File: src/rtl/div_sequencer.sv
// Multi-cycle restoring radix-2 divider for RV32M DIV/DIVU/REM/REMU.
// Borrows the execution stage's shared 33-bit adder for one subtract per iteration.
module div_sequencer #(
    parameter int XLEN = 32
) (
    input  logic            clk,
    input  logic            reset,
    input  logic            start_i,
    input  logic            signed_i,
    input  logic [XLEN-1:0] dividend_i,
    input  logic [XLEN-1:0] divisor_i,
    input  logic            kill_i,
    output logic            alu_sel_o,
    output logic [XLEN:0]   alu_a_o,
    output logic [XLEN:0]   alu_b_o,
    input  logic [XLEN+1:0] alu_l_i,
    output logic            stall_o,
    output logic            div_wb,
    output logic [XLEN-1:0] Qo,
    output logic [XLEN-1:0] rem_o,
    output logic            RSIGN
);

    localparam int CW = $clog2(XLEN);

    typedef enum logic [1:0] {S_IDLE, S_ITER, S_FIX, S_DONE} state_t;

    state_t          r_state;
    logic [CW-1:0]   r_count;
    logic [XLEN-1:0] r_q;
    logic [XLEN-1:0] r_r;
    logic [XLEN-1:0] r_d;
    logic            r_neg_q;
    logic            r_neg_r;

    logic            w_accept;
    logic            w_in_iter;
    logic [XLEN-1:0] w_dvd_mag;
    logic [XLEN-1:0] w_dvs_mag;
    logic [XLEN-1:0] w_q_neg;
    logic [XLEN-1:0] w_r_neg;
    logic [XLEN:0]   w_shift;
    logic            w_unused;

    assign w_accept  = (r_state == S_IDLE) & start_i & ~kill_i;
    assign w_in_iter = (r_state == S_ITER);

    assign w_dvd_mag = (signed_i & dividend_i[XLEN-1]) ? (~dividend_i + XLEN'(1)) : dividend_i;
    assign w_dvs_mag = (signed_i & divisor_i[XLEN-1])  ? (~divisor_i + XLEN'(1))  : divisor_i;
    assign w_q_neg   = ~r_q + XLEN'(1);
    assign w_r_neg   = ~r_r + XLEN'(1);

    // Before the last iteration R holds at most 31 dividend bits, so dropping R[31] loses nothing.
    assign w_shift   = {1'b0, r_r[XLEN-2:0], r_q[XLEN-1]};

    assign alu_sel_o = w_in_iter;
    assign alu_a_o   = w_in_iter ? w_shift : '0;
    assign alu_b_o   = w_in_iter ? {1'b0, r_d} : '0;
    assign w_unused  = alu_l_i[XLEN];

    assign stall_o   = w_accept | w_in_iter | (r_state == S_FIX);
    assign div_wb    = (r_state == S_DONE) & ~kill_i;
    assign Qo        = r_q;
    assign rem_o     = r_r;
    assign RSIGN     = r_neg_r;

    always_ff @(posedge clk) begin
        if (reset) begin
            r_state <= S_IDLE;
            r_count <= '0;
            r_q     <= '0;
            r_r     <= '0;
            r_d     <= '0;
            r_neg_q <= 1'b0;
            r_neg_r <= 1'b0;
        end else if (kill_i) begin
            r_state <= S_IDLE;
        end else begin
            case (r_state)
                S_IDLE: begin
                    if (start_i) begin
                        r_neg_q <= signed_i & (dividend_i[XLEN-1] ^ divisor_i[XLEN-1]);
                        r_neg_r <= signed_i & dividend_i[XLEN-1];
                        r_d     <= w_dvs_mag;
                        r_count <= CW'(XLEN - 1);
                        if (divisor_i == '0) begin
                            r_q     <= '1;
                            r_r     <= dividend_i;
                            r_state <= S_DONE;
                        end else begin
                            r_q     <= w_dvd_mag;
                            r_r     <= '0;
                            r_state <= S_ITER;
                        end
                    end
                end
                S_ITER: begin
                    if (!alu_l_i[XLEN+1]) begin
                        r_r <= alu_l_i[XLEN-1:0];
                        r_q <= {r_q[XLEN-2:0], 1'b1};
                    end else begin
                        r_r <= w_shift[XLEN-1:0];
                        r_q <= {r_q[XLEN-2:0], 1'b0};
                    end
                    r_count <= r_count - CW'(1);
                    if (r_count == '0)
                        r_state <= S_FIX;
                end
                S_FIX: begin
                    r_q     <= r_neg_q ? w_q_neg : r_q;
                    r_r     <= r_neg_r ? w_r_neg : r_r;
                    r_state <= S_DONE;
                end
                S_DONE: begin
                    r_state <= S_IDLE;
                end
                default: r_state <= S_IDLE;
            endcase
        end
    end

endmodule

File: config.mk
export PLATFORM = sky130hd
export DESIGN_NAME = div_sequencer
export DESIGN_NICKNAME = d
export VERILOG_FILES = /design/src/rtl/div_sequencer.sv
export SDC_FILE = /design/constraint.sdc
export NUM_CORES = 1
export LEC_CHECK = 0
export CAP_MARGIN = 0
export CORE_MARGIN = 2
export CORE_UTILIZATION = 53
export CTS_BUF_LIST = sky130_fd_sc_hd__clkbuf_8 sky130_fd_sc_hd__clkbuf_16
export DETAILED_ROUTE_END_ITERATION = 7
export PLACE_DENSITY = 0.84
export REMOVE_ABC_BUFFERS = 1
export SYNTH_ARGS = -nofsm -noshare
export SYNTH_HDL_FRONTEND = slang
export SYNTH_SLANG_ARGS = --single-unit
File: constraint.sdc
create_clock -name clk -period 6.6 [get_ports clk]
set_input_delay 1.32 -clock clk [delete_from_list [all_inputs] [get_ports clk]]
set_output_delay 1.32 -clock clk [all_outputs]
set_load 0.01 [all_outputs]
# Word level (Yosys, flattened, before mapping)

Cells that the tools add are included.
W data, S select, Z words.

Bitwise logic cells: 14
Equality and inequality tests: 7
Add/sub/neg operators: 5
Multiplexer cells: 20
Reduce and logical (&&, ||, !) cells: 11

Operators by type and width:

| kind                    | number |
|---|---|
| $mux W32                | 11 |
| $pmux W32 S3            | 2 |
| $add A32 B1 Y32 const B | 4 |
| $not A32 Y32            | 4 |
| $logic_not A32 Y1       | 1 |
| $pmux W5 S2             | 1 |
| $pmux W2 S4             | 1 |
| $reduce_and A4 Y1       | 2 |
| $and A1 B1 Y1           | 6 |
| $mux W2                 | 3 |
| $ne A2 B2 Y1 const B    | 3 |
| $reduce_and A3 Y1       | 2 |
| $logic_not A5 Y1        | 1 |
| $mux W5                 | 1 |
| $sub A5 B1 Y5 const B   | 1 |
| $eq A2 B2 Y1 const B    | 2 |
| $reduce_bool A3 Y1      | 1 |
| $eq A2 B1 Y1 const B    | 1 |
| $logic_not A2 Y1        | 1 |
| $ne A2 B1 Y1 const B    | 1 |
| $or A1 B1 Y1            | 2 |
| $reduce_and A2 Y1       | 1 |
| $reduce_bool A2 Y1      | 1 |
| $reduce_or A2 Y1        | 1 |
| other kinds (3)         | 3 |

Bits in registers: 105

# Logic depth before layout (Yosys ltp)

Gate-level depths: netlist (run 1).

Word-level depth: 6
Depth in mapped cells: 11
Mapped depth without buffers: 8

# Least setup slack after synthesis (run 1)

No wires, ideal clock.

Kind: input-to-output
Start point: input kill_i
End point: output stall_o
Data arrival time: 2314 ps
Cell stages on the path: 5
Slack: 2966 ps
Path through: clkbuf_1 > nor2b_1 > and2_1 > clkbuf_1 > or3_1

Word-level cells in the longest chain between the ends: 4

RTL lines:

| what                      | line | RTL |
|---|---|---|
| start, declared           | 12   | `input logic kill_i,` |
| $not A1 Y1 (no line)      | --   |  |
| $and A1 B1 Y1             | 45   | `assign w_accept = (r_state == S_IDLE) & start_i & ~kill_i;` |
| $or A1 B1 Y1 (2 in a row) | 61   | `assign stall_o = w_accept \| w_in_iter \| (r_state == S_FIX);` |
| end, declared             | 17   | `output logic stall_o,` |

Every way passes these cells.

# Worst setup path in the final report (run 1)

Same ends and word-level chain as after synthesis.

==> impl_metrics.toml, run 1 <==
[place]
dp_hpwl_um = 19700
dpl_cell_area_um2 = 10600
gp_congestion = 0.901
portBuffers = 233

[worst_setup_path]
worstReg2RegEnd = "rem_o[27]$_SDFFE_PP0P_"
endpoint_kind = "output pin"
path_cells = "clkdlybuf4s50_1 -> nor2b_1 -> and2_2 -> or3_1 -> clkdlybuf4s50_1"
worstRegToRegCells = 7
slowest_stage = "clkdlybuf4s50_1"
start_kind = "input pin"
arrival_ns = 3.13
crit_required_ns = 5.28
crit_end = "stall_o"
path_max_fanout = 9
path_class = "in -> out"
r2r_setup_slack_ns = 3.13
crit_top_cell = "clkdlybuf4s50_1"
crit_start = "kill_i"
reg2reg_from = "r_state[0]$_SDFFE_PP0P_"
cp_slowest_stage_delay_ns = 0.67

[cells_and_area]
drive_gt1_share_pct = 4.14
fin_nets = 1388
final_area_um2 = 10900
nFillCells = 1252
antenna_cells = 0
area_delta_synth_final_pct = 31.1
final_common_cell = "clkdlybuf4s50_1"
layout_common_cells = "231 x clkdlybuf4s50_1, 120 x nor2_1, 105 x dfxtp_1"

[grt]
grt_max_degree = 67
grt_pass1_vias = 8399
track_usage_pct = 32.7
grt_pass1_wl_um = 43500
antenna_found_initial = 0
grt_overflow_total = 0

[timing]
fin_tns_setup_ns = 0
finalSetupViolations = 0
rsz0062_at_grt = "false"
period_share_pct = 67.5
period_minus_slack_ns = 4.45
fin_skew_ns = 0.00902
tightest_slew_ns = 0.972
holdWs_ns = 0.447
final_max_slew_viol_count = 0
finalHoldViolCount = 0
slew_headroom_pct = 34.8
max_freq_mhz = 224

[power_and_ir_drop]
p_leak_nw = 3.88
cellPowerDensity_nw_per_um2 = 201
seqPwrFrac_pct = 36.3
p_int_mw = 1.37
power.switching_mw = 0.815
ir_drop_uv = 150
combPwrFrac_pct = 38.1
switching_share_pct = 37.2
pwr-share-clk_pct = 25.6
totalPowerFinal_mw = 2.19

[flow_run]
max-cap-violations = 0

[clock_tree]
ctsResizeCount = 0
numCtsBuffers = 9
cts_tree = "yes"
clockBufferDepth = 2
cts_max_level = 3
cts_root_buf = "clkbuf_16"
cts_hold_buf = 0
insertion_delay_ns = 0.36
clk_pin_slew_ns = 0.07
cts.sinks = 105
cts_setup_buffers = 0

[detailed_routing]
dr.pass1.iters = 6
vias_per_cell = 6.26
wl_um = 28200
wire_per_inst_um = 19.0
detail_route.iter0.violations = 1256
ant_nets = 0
drc = 0
num_vias = 9333

[yosys]
synth_area_per_cell_um2 = 7.44
synth-seq-cells = 105
synth_edf_count = 0
ys_async_sr_fraction_pct = 0
synth-warning-count = 0
syn_area_um2 = 8310
syn_inst = 1117
synth_ff_type = "dfxtp_1"
ys_seq_area_share_pct = 25.3
synth.distinct_cells = 73

[die]
core_area_um2 = 15300
num_rows = 45
initial_core_util_pct = 54.4
dieArea_um2 = 16700
chipWidth_um = 129
io_pins = 237
die_h_um = 129

[worst_hold_path]
hold_path_depth = 2
hp-start = "r_d[31]$_SDFFE_PP0P_"
min_path_type = "reg -> reg"

[run_status]
status = "complete, no violations"
-- state kept, by name, indices dropped and copies added, names as in the netlist --
signal,flops
r_d,32
r_count,5
rem_o,32
r_state,2
r_neg_q,1
RSIGN,1
Qo,32
-- worst max-delay path, delay by kind of cell --
kind / cells / cell delay, ns
buffers and inverters: 2 / 1.17
AND/OR/NAND/NOR: 3 / 0.63
-- stage by stage --
step	std cells	util [%]	setup WS (ns)
floorplan	1020	-	0.447
global placement	1475	69.4	2.17
detailed placement	1475	69.4	2.16
CTS	1490	71.4	2.15
global route	1490	71.4	2.09
finish	1490	71.4	2.15
-- area by class of cell --
type | instances | area (um2) | share of cell area, %
multi-input combinational | 886 | 5720 | 52.5
sequential | 105 | 2100 | 19.3
timing repair buffer | 244 | 2400 | 22.1
clock buffer | 9 | 225 | 2.07
tap | 211 | 264 | 2.42
clock inverter | 6 | 67.6 | 0.621
inverter | 29 | 109 | 1.00
-- how the worst min path moves through the flow --
stage / slack, ns / to
2_1_floorplan: 0.42 / r_d[31]$_SDFFE_PP0P_
3_3_place_gp: 0.44 / r_d[31]$_SDFFE_PP0P_
3_5_place_dp: 0.44 / r_d[31]$_SDFFE_PP0P_
4_1_cts: 0.45 / r_d[31]$_SDFFE_PP0P_
5_1_grt: 0.47 / r_d[31]$_SDFFE_PP0P_
6_report: 0.45 / r_d[31]$_SDFFE_PP0P_
-- routing by layer --
metal | track usage (%) | share of wire, %
met5 | 0 | 0
met1 | 44.5 | 42
met4 | 12.5 | 3.0
met2 | 51.3 | 46
met3 | 6.28 | 9.4
-- kinds of logic (layout without fill, tap and decap cells) --
group           count (synthesis)  in the layout  share of synthesized area, %
other cells                     1              2                        0.0452
mux                            33             33                          4.10
flops                         105            105                          25.3
compound gates                297            297                          24.5
buf+inv                       127            288                          6.19
xor+xnor                       96             96                          10.1
fa+ha+maj                      10             10                          1.51
simple gates                  448            448                          28.2
-- cells in the mapped netlist, types with 30 or more instances --
cell	n	area share (%)
dfxtp_1	105	25
a221oi_1	30	3.2
xor2_1	40	4.2
a211oi_1	37	3.3
o21ai_0	55	3.3
a21oi_1	58	3.5
and2_1	68	5.1
nor3_1	57	3.4
clkbuf_1	78	3.5
nand2_1	79	3.6
xnor2_1	56	5.9
nor2_1	121	5.5
-- power by group through the flow --
stage	clock, mW	sequential, mW	combinational [mW]
global placement	0	0.803	0.800
global route	0.586	0.806	0.904
finish	0.560	0.795	0.834
detailed placement	0	0.805	0.816
floorplan	0	0.795	0.486
CTS	0.557	0.791	0.822
(Power assumes the default switching activity.)
==> run 2, diff against run 1 <==
- CORE_UTILIZATION: 53 -> 44
- PLACE_DENSITY: 0.84 -> 0.74
- clock period: 6.6 -> 3.7 ns (I/O delays scaled with it)
==> run 2 against run 1 <==
Compared with the run above:
- sequential share of layout area fell by 0.30 points
- hold slack improved by 0.015 ns
- critical path depth did not move
- setup slack worse by 1.6 ns
- die area up 20%
- first-iteration DRC count down 34%
==> impl_metrics.toml, run 2 (same netlist as run 1, synthesis figures left out) <==
[worst_hold_path]
hold_path_depth = 2
hp-start = "r_d[0]$_SDFFE_PP0P_"
min_path_type = "reg -> reg"
hold_path_end = "r_d[0]$_SDFFE_PP0P_"

[worst_setup_path]
arrival_ns = 2.41
worstRegToRegCells = 8
endpoint_kind = "output pin"
cp_slowest_stage_delay_ns = 0.55
slowest_stage = "ha_4"
worstReg2RegEnd = "Qo[30]$_SDFFE_PP0P_"
path_max_fanout = 64
reg2reg_from = "r_state[1]$_SDFFE_PP0P_"
crit_required_ns = 2.96
path_cells = "inv_1 -> ha_4 -> buf_4 -> and2_1 -> clkdlybuf4s50_1"
path_class = "reg -> out"
start_kind = "flop"
r2r_setup_slack_ns = 0.83

[power_and_ir_drop]
seqPwrFrac_pct = 36.2
p_leak_nw = 3.99
pwr-share-clk_pct = 25.2
p_int_mw = 2.48
power.switching_mw = 1.43
combPwrFrac_pct = 38.6
ir_drop_uv = 260
switching_share_pct = 36.5
totalPowerFinal_mw = 3.91
cellPowerDensity_nw_per_um2 = 353

[place]
portBuffers = 233
dpl_cell_area_um2 = 10800
gp_congestion = 0.876
dp_hpwl_um = 20700

[timing]
holdWs_ns = 0.462
slew_headroom_pct = 39.1
finalHoldViolCount = 0
final_max_slew_viol_count = 0
fin_tns_setup_ns = 0
period_share_pct = 85.1
max_freq_mhz = 318
rsz0062_at_grt = "false"
tightest_slew_ns = 0.907
finalSetupViolations = 0
fin_skew_ns = 0.00848
period_minus_slack_ns = 3.15

[die]
initial_core_util_pct = 44.6
core_area_um2 = 18600
io_pins = 237
die_h_um = 141
dieArea_um2 = 20000
chipWidth_um = 141
num_rows = 50

[run_status]
status = "complete, no violations"

[detailed_routing]
vias_per_cell = 6.03
wl_um = 28900
drc = 0
ant_nets = 0
detail_route.iter0.violations = 823
dr.pass1.iters = 5
num_vias = 9220
wire_per_inst_um = 18.9

[clock_tree]
cts_setup_buffers = 0
numCtsBuffers = 9
cts.sinks = 105
cts_root_buf = "clkbuf_16"
cts_tree = "yes"
cts_max_level = 3
ctsResizeCount = 0
cts_hold_buf = 0
insertion_delay_ns = 0.36
clockBufferDepth = 2
clk_pin_slew_ns = 0.07

[cells_and_area]
antenna_cells = 0
nFillCells = 1735
fin_nets = 1404
multi_input_area_um2 = 5720
final_area_um2 = 11100
drive_gt1_share_pct = 5.17
layout.area.seq_um2 = 2100
final_common_cell = "clkdlybuf4s50_1"
area_delta_synth_final_pct = 33.2
layout_common_cells = "231 x clkdlybuf4s50_1, 120 x nor2_1, 105 x dfxtp_1"

[grt]
track_usage_pct = 28.1
grt_pass1_vias = 8350
antenna_found_initial = 0
grt_pass1_wl_um = 45200
grt_overflow_total = 0
grt_max_degree = 72

[flow_run]
max-cap-violations = 0
## run 2: changes by cell type in the layout (fill, tap and decap cells not counted)
cell / change
clkinvlp_4: -2
buf_12: +2
clkinv_2: +1
clkbuf_8: +1
buf_4: +14
inv_6: -2
inv_1: +3
## run 2: per-layer routing
layer | routed length, um | global-route usage (%) | up-vias | share of wire, %
met5 | 0 | 0 | - | 0
met1 | 12800 | 39.8 | 4300 | 44
met3 | 2270 | 3.21 | 43 | 7.9
met4 | 682 | 8.79 | 0 | 2.4
li1 | - | - | 4442 | -
met2 | 13200 | 44.7 | 435 | 46
## run 2: worst max-delay path by stage
stage | startpoint | to
2_1_floorplan | r_state[1]$_SDFFE_PP0P_ | Qo[25]$_SDFFE_PP0P_
3_3_place_gp | divisor_i[11] | Qo[11]$_SDFFE_PP0P_
4_1_cts | r_state[1]$_SDFFE_PP0P_ | alu_a_o[16]
3_5_place_dp | dividend_i[4] | Qo[28]$_SDFFE_PP0P_
5_1_grt | r_state[1]$_SDFFE_PP0P_ | alu_a_o[18]
6_report | r_state[1]$_SDFFE_PP0P_ | alu_a_o[16]
## run 2: critical path, delay by kind of cell, from the launching register on
kind	cells	cell delay, ns
fa+ha+maj	1	0.55
buf+inv	3	0.97
flops	1	0.35
simple gates	1	0.14
## run 2: power by group through the flow
stage | Combinational, mW | Sequential (mW) | Clock, mW
2_1_floorplan | 0.866 | 1.42 | 0
3_3_place_gp | 1.46 | 1.43 | 0
3_5_place_dp | 1.49 | 1.44 | 0
4_1_cts | 1.49 | 1.41 | 0.992
5_1_grt | 1.64 | 1.44 | 1.04
6_report | 1.51 | 1.42 | 0.984
## run 2: cell type report
| type | instances | area share (%) |
|---|---|---|
| flip-flops and latches | 105 | 19.0 |
| clock inverters | 6 | 0.464 |
| well taps | 234 | 2.65 |
| inverters | 29 | 0.984 |
| repair buffers | 260 | 23.1 |
| clock buffers | 10 | 2.16 |
| multi-input cells | 886 | 51.7 |
## run 2: metrics by stage
step | util, % | cells | setup slack, ns
global route | 59.3 | 1530 | 0.407
detailed placement | 57.8 | 1514 | 0.325
global placement | 57.8 | 1514 | 0.315
CTS | 59.3 | 1530 | 0.556
floorplan | - | 1020 | -2.45
finish | 59.3 | 1530 | 0.551
